===== src/rtl/vga_pattern_data.sv =====
// Test-pattern pixel source: white, colour bars, checkerboard and an optional bouncing square.
// Define VGA_PATTERN_BOUNCE_EN to build in the mode-3 bouncing-square logic.
module vga_pattern_data #(
    parameter int unsigned H_VALID   = 640,
    parameter int unsigned V_VALID   = 480,
    parameter int unsigned BAR_NUM   = 8,
    parameter int unsigned CHK_SHIFT = 5,
    parameter int unsigned SQ_SIZE   = 32
) (
    input  logic        clk,
    input  logic        rst_n,
    input  logic [9:0]  pix_x,
    input  logic [9:0]  pix_y,
    input  logic [1:0]  mode_sel,
    input  logic        mode_req,
    output logic [15:0] pix_data,
    output logic [1:0]  mode_cur,
    output logic        mode_ack,
    output logic [7:0]  frame_cnt
);

    localparam int unsigned PIX_W  = 10;
    localparam int unsigned EXT_W  = PIX_W + 1;
    localparam int unsigned PROD_W = 2 * PIX_W;
    localparam int unsigned RGB_W  = 16;
    localparam int unsigned MODE_W = 2;
    localparam int unsigned CNT_W  = 8;

    localparam logic [PIX_W-1:0] PIX_BLANK = '1;
    localparam logic [EXT_W-1:0] H_LIM     = EXT_W'(H_VALID);
    localparam logic [EXT_W-1:0] V_LIM     = EXT_W'(V_VALID);
    localparam logic [PIX_W-1:0] H_LAST    = PIX_W'(H_VALID - 1);
    localparam logic [PIX_W-1:0] V_LAST    = PIX_W'(V_VALID - 1);

    localparam logic [MODE_W-1:0] MODE_WHITE   = 2'd0;
    localparam logic [MODE_W-1:0] MODE_BARS    = 2'd1;
    localparam logic [MODE_W-1:0] MODE_CHECKER = 2'd2;
    localparam logic [MODE_W-1:0] MODE_SQUARE  = 2'd3;

    localparam logic [RGB_W-1:0] RGB_WHITE = 16'hFFFF;
    localparam logic [RGB_W-1:0] RGB_BLACK = 16'h0000;
    localparam logic [RGB_W-1:0] RGB_RED   = 16'hF800;
    localparam logic [RGB_W-1:0] RGB_BLUE  = 16'h001F;

    // Reject parameter sets the fixed 10-bit coordinate datapath cannot represent.
    if (BAR_NUM < 1 || BAR_NUM > H_VALID || H_VALID > 1023 || V_VALID > 1023 ||
        SQ_SIZE >= H_VALID || SQ_SIZE >= V_VALID || CHK_SHIFT >= PIX_W) begin : g_bad_cfg
        $error("vga_pattern_data: unsupported parameter set");
    end

    logic [RGB_W-1:0]  pix_data_q,   pix_data_d;
    logic [MODE_W-1:0] mode_cur_q,   mode_cur_d;
    logic              mode_ack_q,   mode_ack_d;
    logic [CNT_W-1:0]  frame_cnt_q,  frame_cnt_d;
    logic              pend_valid_q, pend_valid_d;
    logic [MODE_W-1:0] pend_mode_q,  pend_mode_d;

    logic             frame_end_c;
    logic             req_ok_c;
    logic             pix_ok_c;
    logic [2:0]       bar_idx_c;
    logic             chk_c;
    logic             sq_inside_c;

    function automatic logic [RGB_W-1:0] bar_color(input logic [2:0] idx);
        case (idx)
            3'd0:    return 16'hFFFF;
            3'd1:    return 16'hFFE0;
            3'd2:    return 16'h07FF;
            3'd3:    return 16'h07E0;
            3'd4:    return 16'hF81F;
            3'd5:    return 16'hF800;
            3'd6:    return 16'h001F;
            default: return 16'h0000;
        endcase
    endfunction

    assign frame_end_c = (pix_x == H_LAST) && (pix_y == V_LAST);

`ifdef VGA_PATTERN_BOUNCE_EN
    assign req_ok_c = mode_req;
`else
    // Without the square logic a mode-3 request is dropped before it reaches the pending register.
    assign req_ok_c = mode_req && (mode_sel != MODE_SQUARE);
`endif

    assign pix_ok_c  = (pix_x != PIX_BLANK) && (pix_y != PIX_BLANK) &&
                       ({1'b0, pix_x} < H_LIM) && ({1'b0, pix_y} < V_LIM);
    assign bar_idx_c = 3'((PROD_W'(pix_x) * PROD_W'(BAR_NUM)) / PROD_W'(H_VALID));
    assign chk_c     = 1'((pix_x >> CHK_SHIFT) ^ (pix_y >> CHK_SHIFT));

`ifdef VGA_PATTERN_BOUNCE_EN
    localparam logic [PIX_W-1:0] SQ_X_MAX = PIX_W'(H_VALID - SQ_SIZE);
    localparam logic [PIX_W-1:0] SQ_Y_MAX = PIX_W'(V_VALID - SQ_SIZE);
    localparam logic [EXT_W-1:0] SQ_EDGE  = EXT_W'(SQ_SIZE);

    logic [PIX_W-1:0] sq_x_q, sq_x_d;
    logic [PIX_W-1:0] sq_y_q, sq_y_d;
    logic             dir_x_q, dir_x_d;
    logic             dir_y_q, dir_y_d;

    // Square steps one pixel per axis per frame; at a wall it spends that frame turning around.
    always_comb begin : square_next
        sq_x_d  = sq_x_q;
        sq_y_d  = sq_y_q;
        dir_x_d = dir_x_q;
        dir_y_d = dir_y_q;
        if (frame_end_c) begin
            if (dir_x_q) begin
                if (sq_x_q == SQ_X_MAX) dir_x_d = 1'b0;
                else                    sq_x_d  = sq_x_q + 10'd1;
            end else begin
                if (sq_x_q == '0)       dir_x_d = 1'b1;
                else                    sq_x_d  = sq_x_q - 10'd1;
            end
            if (dir_y_q) begin
                if (sq_y_q == SQ_Y_MAX) dir_y_d = 1'b0;
                else                    sq_y_d  = sq_y_q + 10'd1;
            end else begin
                if (sq_y_q == '0)       dir_y_d = 1'b1;
                else                    sq_y_d  = sq_y_q - 10'd1;
            end
        end
    end

    always_ff @(posedge clk or negedge rst_n) begin : square_regs
        if (!rst_n) begin
            sq_x_q  <= '0;
            sq_y_q  <= '0;
            dir_x_q <= 1'b1;
            dir_y_q <= 1'b1;
        end else begin
            sq_x_q  <= sq_x_d;
            sq_y_q  <= sq_y_d;
            dir_x_q <= dir_x_d;
            dir_y_q <= dir_y_d;
        end
    end

    assign sq_inside_c = ({1'b0, pix_x} >= {1'b0, sq_x_q}) &&
                         ({1'b0, pix_x} <  ({1'b0, sq_x_q} + SQ_EDGE)) &&
                         ({1'b0, pix_y} >= {1'b0, sq_y_q}) &&
                         ({1'b0, pix_y} <  ({1'b0, sq_y_q} + SQ_EDGE));
`else
    assign sq_inside_c = 1'b0;
`endif

    // Mode requests are parked until frame end; a request on the frame-end cycle itself wins.
    always_comb begin : mode_next
        pend_valid_d = pend_valid_q;
        pend_mode_d  = pend_mode_q;
        mode_cur_d   = mode_cur_q;
        mode_ack_d   = 1'b0;
        frame_cnt_d  = frame_cnt_q;
        if (req_ok_c) begin
            pend_valid_d = 1'b1;
            pend_mode_d  = mode_sel;
        end
        if (frame_end_c) begin
            frame_cnt_d  = frame_cnt_q + 8'd1;
            pend_valid_d = 1'b0;
            if (req_ok_c || pend_valid_q) begin
                mode_cur_d = req_ok_c ? mode_sel : pend_mode_q;
                mode_ack_d = 1'b1;
            end
        end
    end

    always_comb begin : pixel_mux
        pix_data_d = RGB_BLACK;
        if (pix_ok_c) begin
            case (mode_cur_q)
                MODE_WHITE:   pix_data_d = RGB_WHITE;
                MODE_BARS:    pix_data_d = bar_color(bar_idx_c);
                MODE_CHECKER: pix_data_d = chk_c ? RGB_WHITE : RGB_BLACK;
                MODE_SQUARE:  pix_data_d = sq_inside_c ? RGB_RED : RGB_BLUE;
                default:      pix_data_d = RGB_BLACK;
            endcase
        end
    end

    always_ff @(posedge clk or negedge rst_n) begin : main_regs
        if (!rst_n) begin
            pix_data_q   <= '0;
            mode_cur_q   <= MODE_WHITE;
            mode_ack_q   <= 1'b0;
            frame_cnt_q  <= '0;
            pend_valid_q <= 1'b0;
            pend_mode_q  <= '0;
        end else begin
            pix_data_q   <= pix_data_d;
            mode_cur_q   <= mode_cur_d;
            mode_ack_q   <= mode_ack_d;
            frame_cnt_q  <= frame_cnt_d;
            pend_valid_q <= pend_valid_d;
            pend_mode_q  <= pend_mode_d;
        end
    end

    assign pix_data  = pix_data_q;
    assign mode_cur  = mode_cur_q;
    assign mode_ack  = mode_ack_q;
    assign frame_cnt = frame_cnt_q;

endmodule


===== config.mk =====
export PLATFORM = sky130hd
export DESIGN_NAME = vga_pattern_data
export DESIGN_NICKNAME = d
export VERILOG_FILES = /design/src/rtl/vga_pattern_data.sv
export SDC_FILE = /design/constraint.sdc
export NUM_CORES = 1
export LEC_CHECK = 0
export BUFFER_PORTS_ARGS = -buffer_cell sky130_fd_sc_hd__buf_2
export CORE_MARGIN = 2
export CORE_UTILIZATION = 49
export DETAILED_ROUTE_END_ITERATION = 6
export PLACE_DENSITY = 0.87
export SLEW_MARGIN = 20
export SYNTH_ARGS = -nofsm -noshare
export SYNTH_HDL_FRONTEND = slang
export SYNTH_SLANG_ARGS = --single-unit

===== constraint.sdc =====
create_clock -name clk -period 2.8 [get_ports clk]
set_clock_uncertainty 0.15 [all_clocks]
set_input_delay 0.14 -clock clk [delete_from_list [all_inputs] [get_ports clk]]
set_output_delay 0.14 -clock clk [all_outputs]
set_load 0.02 [all_outputs]

==> summary.md, run 1 <==
| Metric | Value |
|---|---|
| Outcome | `finished clean` |
| DIE AREA | `0.00264 mm2` |
| Pre-antenna DRT Iters | `4` |
| R2r setup slk | `between 1000 and 1500 ps` |
| Htree depth | `1` |
| Root Driver | `clkbuf_4` |
| Area leader, netlist | `dfrtp_1` |
| Setup violations, final | `0` |
| Die Y | `51.4 um` |
| Drt wl/cell | `12.0 um` |
| Worst setup EP type | `flip-flop` |
| TritonCTS sink count | `17` |
| CTS tree | `built` |
| Seq/Total Area, Yosys | `38.6%` |
| Shortest period the worst path allows | `1510 ps` |
| Synth async-reset ratio | `100%` |
| First-pass GRT wire length | `3.48 mm` |
| Antenna-violating nets left | `0` |
| Max-slew violation count | `0` |
| Core ar. | `around 0.0022 mm2` |
| CTS max path bufs | `2` |
| Register bit total from synthesis | `17` |
| Hold/Removal Path Class | `in -> reg` |
| DIE WIDTH | `51.4 um` |
| Final design utilization | `59.9%` |
| Final Cycle Share | `54.0%` |
| Starting Density | `50.7%` |
| Startpoint class of the critical path | `input port` |
| Number of remaining DRC errors | `0` |
| Yosys warning total | `0` |
| Share of the synthesized area in the top cell type | `38.6%` |
| Transition time of the tightest slew-check pin | `399 ps` |
| Maximum number of pins on one net before global-route repair | `18` |
| Post-Syn Area | `roughly 0.0011 mm2` |
| Area Growth Syn to Fin | `18.1%` |
| IO Pins | `between 50 and 60` |
| Req. time, crit path | `~2900 ps` |
| Most frequent cells after synthesis | `dfrtp_1 (17), buf_4 (14), nand2_1 (11), nor2_1 (11)` |
| Cell variety after synth | `33` |
| Crit path max fanout | `4` |
| Area contributors post-synth | `dfrtp_1 (39%), buf_4 (9.5%), xnor2_1 (5.6%)` |
| Post-DP HPWL | `1.87 mm` |
| Post-Route WL | `2.24 mm` |
| Hold Violations, Final | `0` |
| Dpl cells | `182` |
| Setup TNS | `0 ps` |
| Max_cap viols | `0` |
| Post-synth EDFFs | `0` |
| Pwr/cell area | `371 mW/mm2` |
| Fraction of layout cells with a size suffix above 1 | `approximately two fifths` |
| Vias per std cell | `5.48` |
| All-layer global routing usage | `17.3%` |
| Non-filler cells, final | `187` |
| Initial antenna violation count | `0` |
| Synth Instances | `121` |
| Vias in the first global route | `891` |
| Worst Hold Margin | `10.7 ps` |
| Total CTS buffers | `3` |
| Initial DRC Count | `35` |
| Total vias in the final route | `between 1,000 and 1,500` |
| Fmax | `~0.66 GHz` |
| Leak pwr | `0.000667 uW` |
| RSZ-0062 raised after global routing | `no` |
| Routability cong. | `0.839` |
| Critical path type | `in -> reg` |
| WP data arrival | `1580 ps` |
| Count leader, synth | `dfrtp_1` |
| Fillers | `192` |
| Ys flop type | `dfrtp_1` |
| Clk Latency, worst-skew pair | `280 ps` |
| CTS clk-pin slew, worst paths | `100 ps` |
| Syn avg cell area | `between 9 and 10 um2` |
| Max VDD drop | `~0.24 mV` |
| Row Count | `17` |
| Diodes inserted | `0` |
| Final layout net count | `between 150 and 200` |
| Total grt overflow | `0` |
| Port Buffer Count | `51` |
| Slew HR | `73.4%` |
| Syn nets | `147` |
-- critical path, stage by stage --
cell and delay, ps:
buf_2 110, and4b_1 310, nand3_1 100, or4_4 570, nor3_2 190, xor2_1 150
-- state kept, by name (all words and copies together), names as in the netlist --
signal	count
frame_cnt	8
pend_valid_q	1
pix_data	3
mode_ack	1
mode_cur	2
pend_mode_q	2
-- report_power, final --
group,internal (uW),leakage (uW),switching [uW]
Combinational,41.0,0.000425,64.9
Sequential,251,0.000225,3.52
Clock,52.9,0.0000177,68.3
Total,345,0.000667,137
-- logic make-up after synthesis --
family          share of synthesized area [%]
compound gates                           11.6
mux                                      4.09
buf+inv                                  13.1
fa+ha+maj                                1.14
xor+xnor                                 7.96
simple gates                             23.5
flops                                    38.6
-- layout by cell type (no fill, tap or decap), types with 3 or more instances in the layout --
cell	Yosys	final
a21oi_1	4	4
a221oi_1	3	3
buf_2	1	51
clkbuf_4	0	3
dfrtp_1	17	17
inv_1	4	4
mux2_2	4	4
nand2_1	11	11
nand4_1	7	7
nor2_1	11	11
o21ai_0	7	7
xnor2_1	7	7
xor2_1	3	3
-- repair_timing --
action	4_1_cts	5_1_grt
hold buffers	1	0
endpoints found under the hold margin	17	0
setup buffers	0	0
resized for setup	0	0
-- worst paths after layout --
| path | startpoint | endpoint | depth (start not counted) |
|---|---|---|---|
| worst min-delay path | pix_y[9] | pix_data[10] | 3 |
| max in group asynchronous | rst_n | pend_mode_q[1] | 2 |
| worst min register to register | frame_cnt[7] | frame_cnt[7] | 1 |
| worst max-delay path | pix_y[9] | frame_cnt[6] | 6 |
| min in group asynchronous | rst_n | pend_valid_q | 2 |
| worst max register to register | pend_valid_q | mode_cur[0] | 3 |
-- final cells by class --
type | instances | area, um2 | area share, %
Clock buffer | 3 | 22.5 | 1.73
Clock inverter | 1 | 5.00 | 0.385
Inverter | 4 | 15.0 | 1.15
Multi-Input combinational cell | 82 | 532 | 40.9
Sequential cell | 17 | 425 | 32.7
Tap cell | 28 | 35.0 | 2.69
Timing Repair Buffer | 52 | 265 | 20.4
-- through the flow --
step,power [uW],setup WS [ps],area [um2]
2_1_floorplan,337,1180,1100
3_3_place_gp,361,1040,1260
3_5_place_dp,365,994,1260
4_1_cts,486,1290,1300
5_1_grt,511,1230,1300
6_report,482,1290,1300
-- metal layers --
layer / GRT usage, % / vias to the layer above / share of wire (%)
li1: - / 492 / -
met1: 20.8 / 472 / 41
met2: 29.9 / 53 / 50
met3: 2.63 / 8 / 5.7
met4: 8.33 / 0 / 3.0
met5: 0 / - / 0
(Power assumes the default switching activity.)
==> run 2, diff against run 1 <==
Settings changed: ABC_AREA set to 1, CORE_UTILIZATION 49 to 46, PLACE_DENSITY 0.87 to 0.82.
Clock period 2.8 ns to 1.4 ns, I/O delays scaled along.
==> summary.md, run 2 <==
| Metric | Value |
|---|---|
| Outcome | `finished clean` |
| Area Growth Syn to Fin | `31.0%` |
| Setup ws final | `roughly 86 ps` |
| Share of the synthesized area in the top cell type | `37.4%` |
| Max-slew violation count | `0` |
| Total grt overflow | `0` |
| Hold/Removal Path Class | `in -> reg` |
| Place WS | `-69.2 ps` |
| Crit path max fanout | `4` |
| Drt wl/cell | `11.1 um` |
| Post-Syn Area | `roughly 0.0011 mm2` |
| Fraction of layout cells with a size suffix above 1 | `~33%` |
| Ys flop type | `dfrtp_1` |
| Clk Latency, worst-skew pair | `300 ps` |
| Synth Instances | `154` |
| Register bit total from synthesis | `17` |
| Area leader, netlist | `dfrtp_1` |
| Vias in the first global route | `between 1,000 and 1,500` |
| Count leader, synth | `nand2_1` |
| Post-DP HPWL | `2.02 mm` |
| Syn nets | `180` |
| Fmax | `0.761 GHz` |
| Commonest non-fill, non-tap cell in the layout | `buf_2` |
| Initial antenna violation count | `0` |
| Root Driver | `clkbuf_4` |
| HP Start | `pix_x[5]` |
| Number of flip-flops under the largest register name | `8` |
| Req. time, crit path | `approximately 1400 ps` |
| R2r startpoint | `frame_cnt[4]` |
| Transition time of the tightest slew-check pin | `380 ps` |
| Total vias in the final route | `1,183` |
| Starting Density | `a little under half` |
| Worst setup path startpoint | `frame_cnt[4]` |
| Row Count | `18` |
| All-layer global routing usage | `between 20% and 30%` |
| Worst Hold Margin | `between 30 and 40 ps` |
| CTS tree | `built` |
| Max_cap viols | `0` |
| Initial DRC Count | `15` |
| Final Cycle Share | `93.9%` |
| Maximum number of pins on one net before global-route repair | `18` |
| Antenna-violating nets left | `0` |
| Vias per std cell | `4.95` |
| Die Y | `53.8 um` |
| Core ar. | `0.00241 mm2` |
| Htree depth | `1` |
| Max VDD drop | `0.582 mV` |
| DIE AREA | `0.00289 mm2` |
| Worst setup EP type | `flip-flop` |
| Routability cong. | `just over 0.8` |
| CTS clk-pin slew, worst paths | `110 ps` |
| Setup violations, final | `0` |
| WP data arrival | `1320 ps` |
| Slew HR | `74.7%` |
| DIE WIDTH | `53.8 um` |
| Shortest period the worst path allows | `1310 ps` |
| Seq/Total Area, Yosys | `a little under two fifths` |
| Synth async-reset ratio | `100%` |
| Hold Violations, Final | `0` |
| First-pass GRT wire length | `4.28 mm` |
| Critical path type | `reg -> reg` |
| TritonCTS sink count | `17` |
| IO Pins | `52` |
| Most frequent cells after synthesis | `nand2_1 (33), inv_1 (25), dfrtp_1 (17)` |
| Yosys warning total | `0` |
| Pwr/cell area | `648 mW/mm2` |
| Post-synth EDFFs | `0` |
| Cell variety after synth | `22` |
| Port Buffer Count | `51` |
| Dpl cells | `225` |
| Leak pwr | `0.000864 uW` |
| Total CTS buffers | `3` |
| Pre-antenna DRT Iters | `4` |
| CTS max path bufs | `2` |
| Area contributors post-synth | `dfrtp_1 (37%), nand2_1 (11%), buf_4 (8.6%)` |
| Startpoint class of the critical path | `flip-flop` |
| Post-Route WL | `2.66 mm` |
| Final layout net count | `236` |
| Commonest non-fill, non-tap cells in the layout | `buf_2 (51), nand2_1 (33), inv_1 (25)` |
| Final design utilization | `61.9%` |
| Fillers | `216` |
| Non-filler cells, final | `239` |
| Syn avg cell area | `7.39 um2` |
| Diodes inserted | `0` |
| Number of remaining DRC errors | `0` |
==> run 2: changes by cell type after synthesis, moves of 3 or more <==
cell / delta
nand2_1: +22
mux2_2: -4
a221oi_1: -3
inv_1: +21
nor3_1: +3
nand3_1: +11
xnor2_1: -5
a21oi_1: +3
==> run 2: path summary, 6_finish.rpt <==
check | slack [ps] | cells after the start | end
min in group asynchronous | 60 | 2 | pix_data[10]
worst min register to register | 370 | 2 | pend_valid_q
worst min-delay path | 40 | 5 | pix_data[4]
max in group asynchronous | 750 | 2 | frame_cnt[3]
worst max-delay path | 90 | 6 | frame_cnt[6]
worst max register to register | 90 | 6 | frame_cnt[6]
==> run 2: logic make-up after synthesis <==
group / Yosys count / share of synthesized area [%]
AND/OR/NAND/NOR: 73 / 29.3
flip-flops: 17 / 37.4
XOR/XNOR: 7 / 5.38
adder cells (fa/ha/maj): 1 / 1.10
AO/OA/AOI/OAI: 18 / 10.0
buffers and inverters: 38 / 16.8
==> run 2: area by class of cell <==
cell class | instances | area, um2 | area share [%]
clock inverters | 1 | 5.00 | 0.336
well taps | 30 | 37.5 | 2.52
clock buffers | 3 | 22.5 | 1.51
repair buffers | 64 | 370 | 24.8
multi-input cells | 99 | 536 | 35.9
inverters | 25 | 93.8 | 6.29
flip-flops and latches | 17 | 427 | 28.6
==> run 2: per-stage QoR <==
stage / setup TNS [ps] / cell area [um2] / power (uW)
2_1_floorplan: 0 / 1140 / 617
3_3_place_gp: -141 / 1360 / 686
3_5_place_dp: -218 / 1360 / 689
4_1_cts: 0 / 1450 / 977
5_1_grt: -16.9 / 1490 / 1010
6_report: 0 / 1490 / 967
==> run 2: power by group <==
part	internal, uW	total [uW]	leakage [uW]	switching, uW
clock network	106	270	0.0000177	164
logic	83.1	193	0.000647	110
registers	499	503	0.000199	4.29
total	688	967	0.000864	278
==> run 2: what timing repair did <==
| item | in CTS | in global routing |
|---|---|---|
| resized for setup | 0 | 4 |
| endpoints found under the setup margin | 0 | 2 |
| buffers inserted | 0 | 3 |
| endpoints found under the hold margin | 22 | 0 |
| hold buffers | 7 | 0 |
==> run 2: critical path, stage by stage, from the launching register on <==
cell     delay, ps
dfrtp_1        410
inv_1           90
nor3_2         150
nand2_1         70
xor2_1         140
nand2_1         60
o21ai_0        110
==> run 2: metal layers <==
layer | vias to the layer above | global-route usage (%) | part of all wire, %
met3 | 4 | 4.72 | 6.5
met2 | 41 | 34.3 | 50
met4 | 0 | 5.98 | 1.0
li1 | 598 | - | -
met1 | 540 | 25.7 | 43
met5 | - | 0 | 0
==> run 3, diff against run 2 <==
Settings changed: BUFFER_PORTS_ARGS -buffer_cell sky130_fd_sc_hd__buf_2 to -buffer_cell sky130_fd_sc_hd__buf_4.
==> summary.md, run 3 (same netlist as run 2, synthesis figures left out) <==
| Metric | Value |
|---|---|
| Final layout net count | `232` |
| Slowest cell on the critical path | `dlygate4sd3_1` |
| Fraction of layout cells with a size suffix above 1 | `31.7%` |
| CTS tree | `built` |
| CTS clk-pin slew, worst paths | `90 ps` |
| Worst r2r path cells | `5` |
| Crit-path cells | `dlygate4sd3_1 -> buf_4 -> a21oi_2 -> nor2_1 -> nor3_2 -> nand2_1 -> o21ai_0` |
| Post-Route WL | `2.75 mm` |
| HP Start | `pix_x[6]` |
| Initial antenna violation count | `0` |
| Setup violations, final | `0` |
| Routability cong. | `0.798` |
| Total CTS buffers | `3` |
| Req. time, crit path | `about 1500 ps` |
| Die Y | `approximately 54 um` |
| RR Endpoint | `frame_cnt[7]` |
| Pwr/cell area | `approximately 620 mW/mm2` |
| Outcome | `finished clean` |
| Max_cap viols | `0` |
| Vias in the first global route | `around 1,100` |
| Setup TNS | `0 ps` |
| Shortest period the worst path allows | `1300 ps` |
| Pre-antenna DRT Iters | `4` |
| Transition time of the tightest slew-check pin | `278 ps` |
| Commonest non-fill, non-tap cell in the layout | `buf_4` |
| Max VDD drop | `~0.91 mV` |
| Total vias in the final route | `~1,200` |
| Max-slew violation count | `0` |
| Critical path type | `in -> reg` |
| Clk Latency, worst-skew pair | `280 ps` |
| Fmax | `0.771 GHz` |
| Hold path endpoint | `pix_data[10]` |
| Worst setup EP type | `flip-flop` |
| Maximum number of pins on one net before global-route repair | `18` |
| Crit path max fanout | `5` |
| Fillers | `~210` |
| WP data arrival | `1350 ps` |
| Root Driver | `clkbuf_4` |
| Initial DRC Count | `45` |
| R2r startpoint | `frame_cnt[2]` |
| Antenna-violating nets left | `0` |
| Total grt overflow | `0` |
| Number of flip-flops under the largest register name | `8` |
| Hold/Removal Path Class | `in -> reg` |
| Hold depth | `4` |
| TritonCTS sink count | `17` |
| Met2 routed WL | `1.44 mm` |
| R2r setup slk | `~120 ps` |
| Port Buffer Count | `approximately 50` |
| IO Pins | `52` |
| Leak pwr | `0.000871 uW` |
| Startpoint class of the critical path | `input port` |
| Max incr delay on CP | `540 ps` |
| Final Cycle Share | `92.7%` |
| DIE WIDTH | `53.8 um` |
| CTS max path bufs | `2` |
| Metal3 WL | `between 150 and 200 um` |
| WP buf/inv | `2` |
| DIE AREA | `between 0.002 and 0.003 mm2` |
| Met1 wire length | `1.13 mm` |
| Starting Density | `47.2%` |
| Hold Violations, Final | `0` |
| Diodes inserted | `0` |
| Highest metal used | `met3` |
| Vias per std cell | `around 5.1` |
| Family with the most delay on the worst path | `buffers and inverters` |
| Row Count | `18` |
| Slew HR | `between 80% and 90%` |
| Htree depth | `1` |
| Core ar. | `~0.0024 mm2` |
| Commonest non-fill, non-tap cells in the layout | `buf_4 (55), nand2_1 (33), inv_1 (25)` |
| Number of remaining DRC errors | `0` |
| Drt wl/cell | `11.7 um` |
| Area Growth Syn to Fin | `38.6%` |
| Post-DP HPWL | `roughly 2.2 mm` |
| First-pass GRT wire length | `between 4 and 5 mm` |
| Final design utilization | `between 60% and 70%` |
| All-layer global routing usage | `a little over a fifth` |
[run 3: routing by layer]
metal,GRT usage (%),up-vias
met1,25.0,549
met5,0,-
met4,3.85,0
li1,-,594
met3,4.72,0
met2,38.0,48
[run 3: worst max path at each step]
| stage | startpoint | end | slack (ps) | cells past startpoint |
|---|---|---|---|---|
| after floorplan | frame_cnt[3] | frame_cnt[7] | 60 | 5 |
| after global placement | pix_y[5] | frame_cnt[4] | -20 | 6 |
| after detailed placement | pix_x[7] | pix_data[4] | -50 | 12 |
| after CTS | mode_sel[0] | mode_cur[1] | 20 | 6 |
| after global routing | mode_sel[0] | mode_cur[0] | -7 | 7 |
| final | mode_sel[0] | mode_cur[0] | 100 | 7 |
[run 3: area by class of cell]
| class | instances | area [um2] | area share (%) |
|---|---|---|---|
| Multi-Input combinational cell | 99 | 532 | 33.7 |
| Tap cell | 30 | 37.5 | 2.38 |
| Clock buffer | 4 | 26.3 | 1.67 |
| Sequential cell | 17 | 425 | 27.0 |
| Inverter | 25 | 93.8 | 5.95 |
| Timing Repair Buffer | 60 | 463 | 29.3 |
[run 3: what timing repair did]
item / in CTS / in global routing
setup endpoints to repair: 0 / 3
setup buffers: 0 / 1
gates resized for setup: 0 / 2
hold endpoints to repair: 21 / 0
hold buffers: 5 / 0
[run 3: report_power, final]
part	switching (uW)	leakage [uW]	total [uW]	internal [uW]
clock	145	0.0000150	256	111
sequential	4.22	0.000201	503	499
combinational	115	0.000655	216	102
total	264	0.000871	975	711
[run 3: through the flow]
step                      instance area [um2]  total power, uW  std cells  hold WS (ps)  worst slack [ps]
after floorplan                          1140              617        154          -376              58.3
after global placement                   1480              705        225          -208             -23.4
after detailed placement                 1480              715        225          -207             -49.3
after CTS                                1560              975        234          16.1              17.7
after global routing                     1580             1030        235          28.3             -6.80
final                                    1580              975        235          13.7               103
[run 3: tightest hold or removal path, cell delays in order]
cell and delay, ps:
buf_4 130, nand2_1 70, nand4_1 70, a21oi_1 70
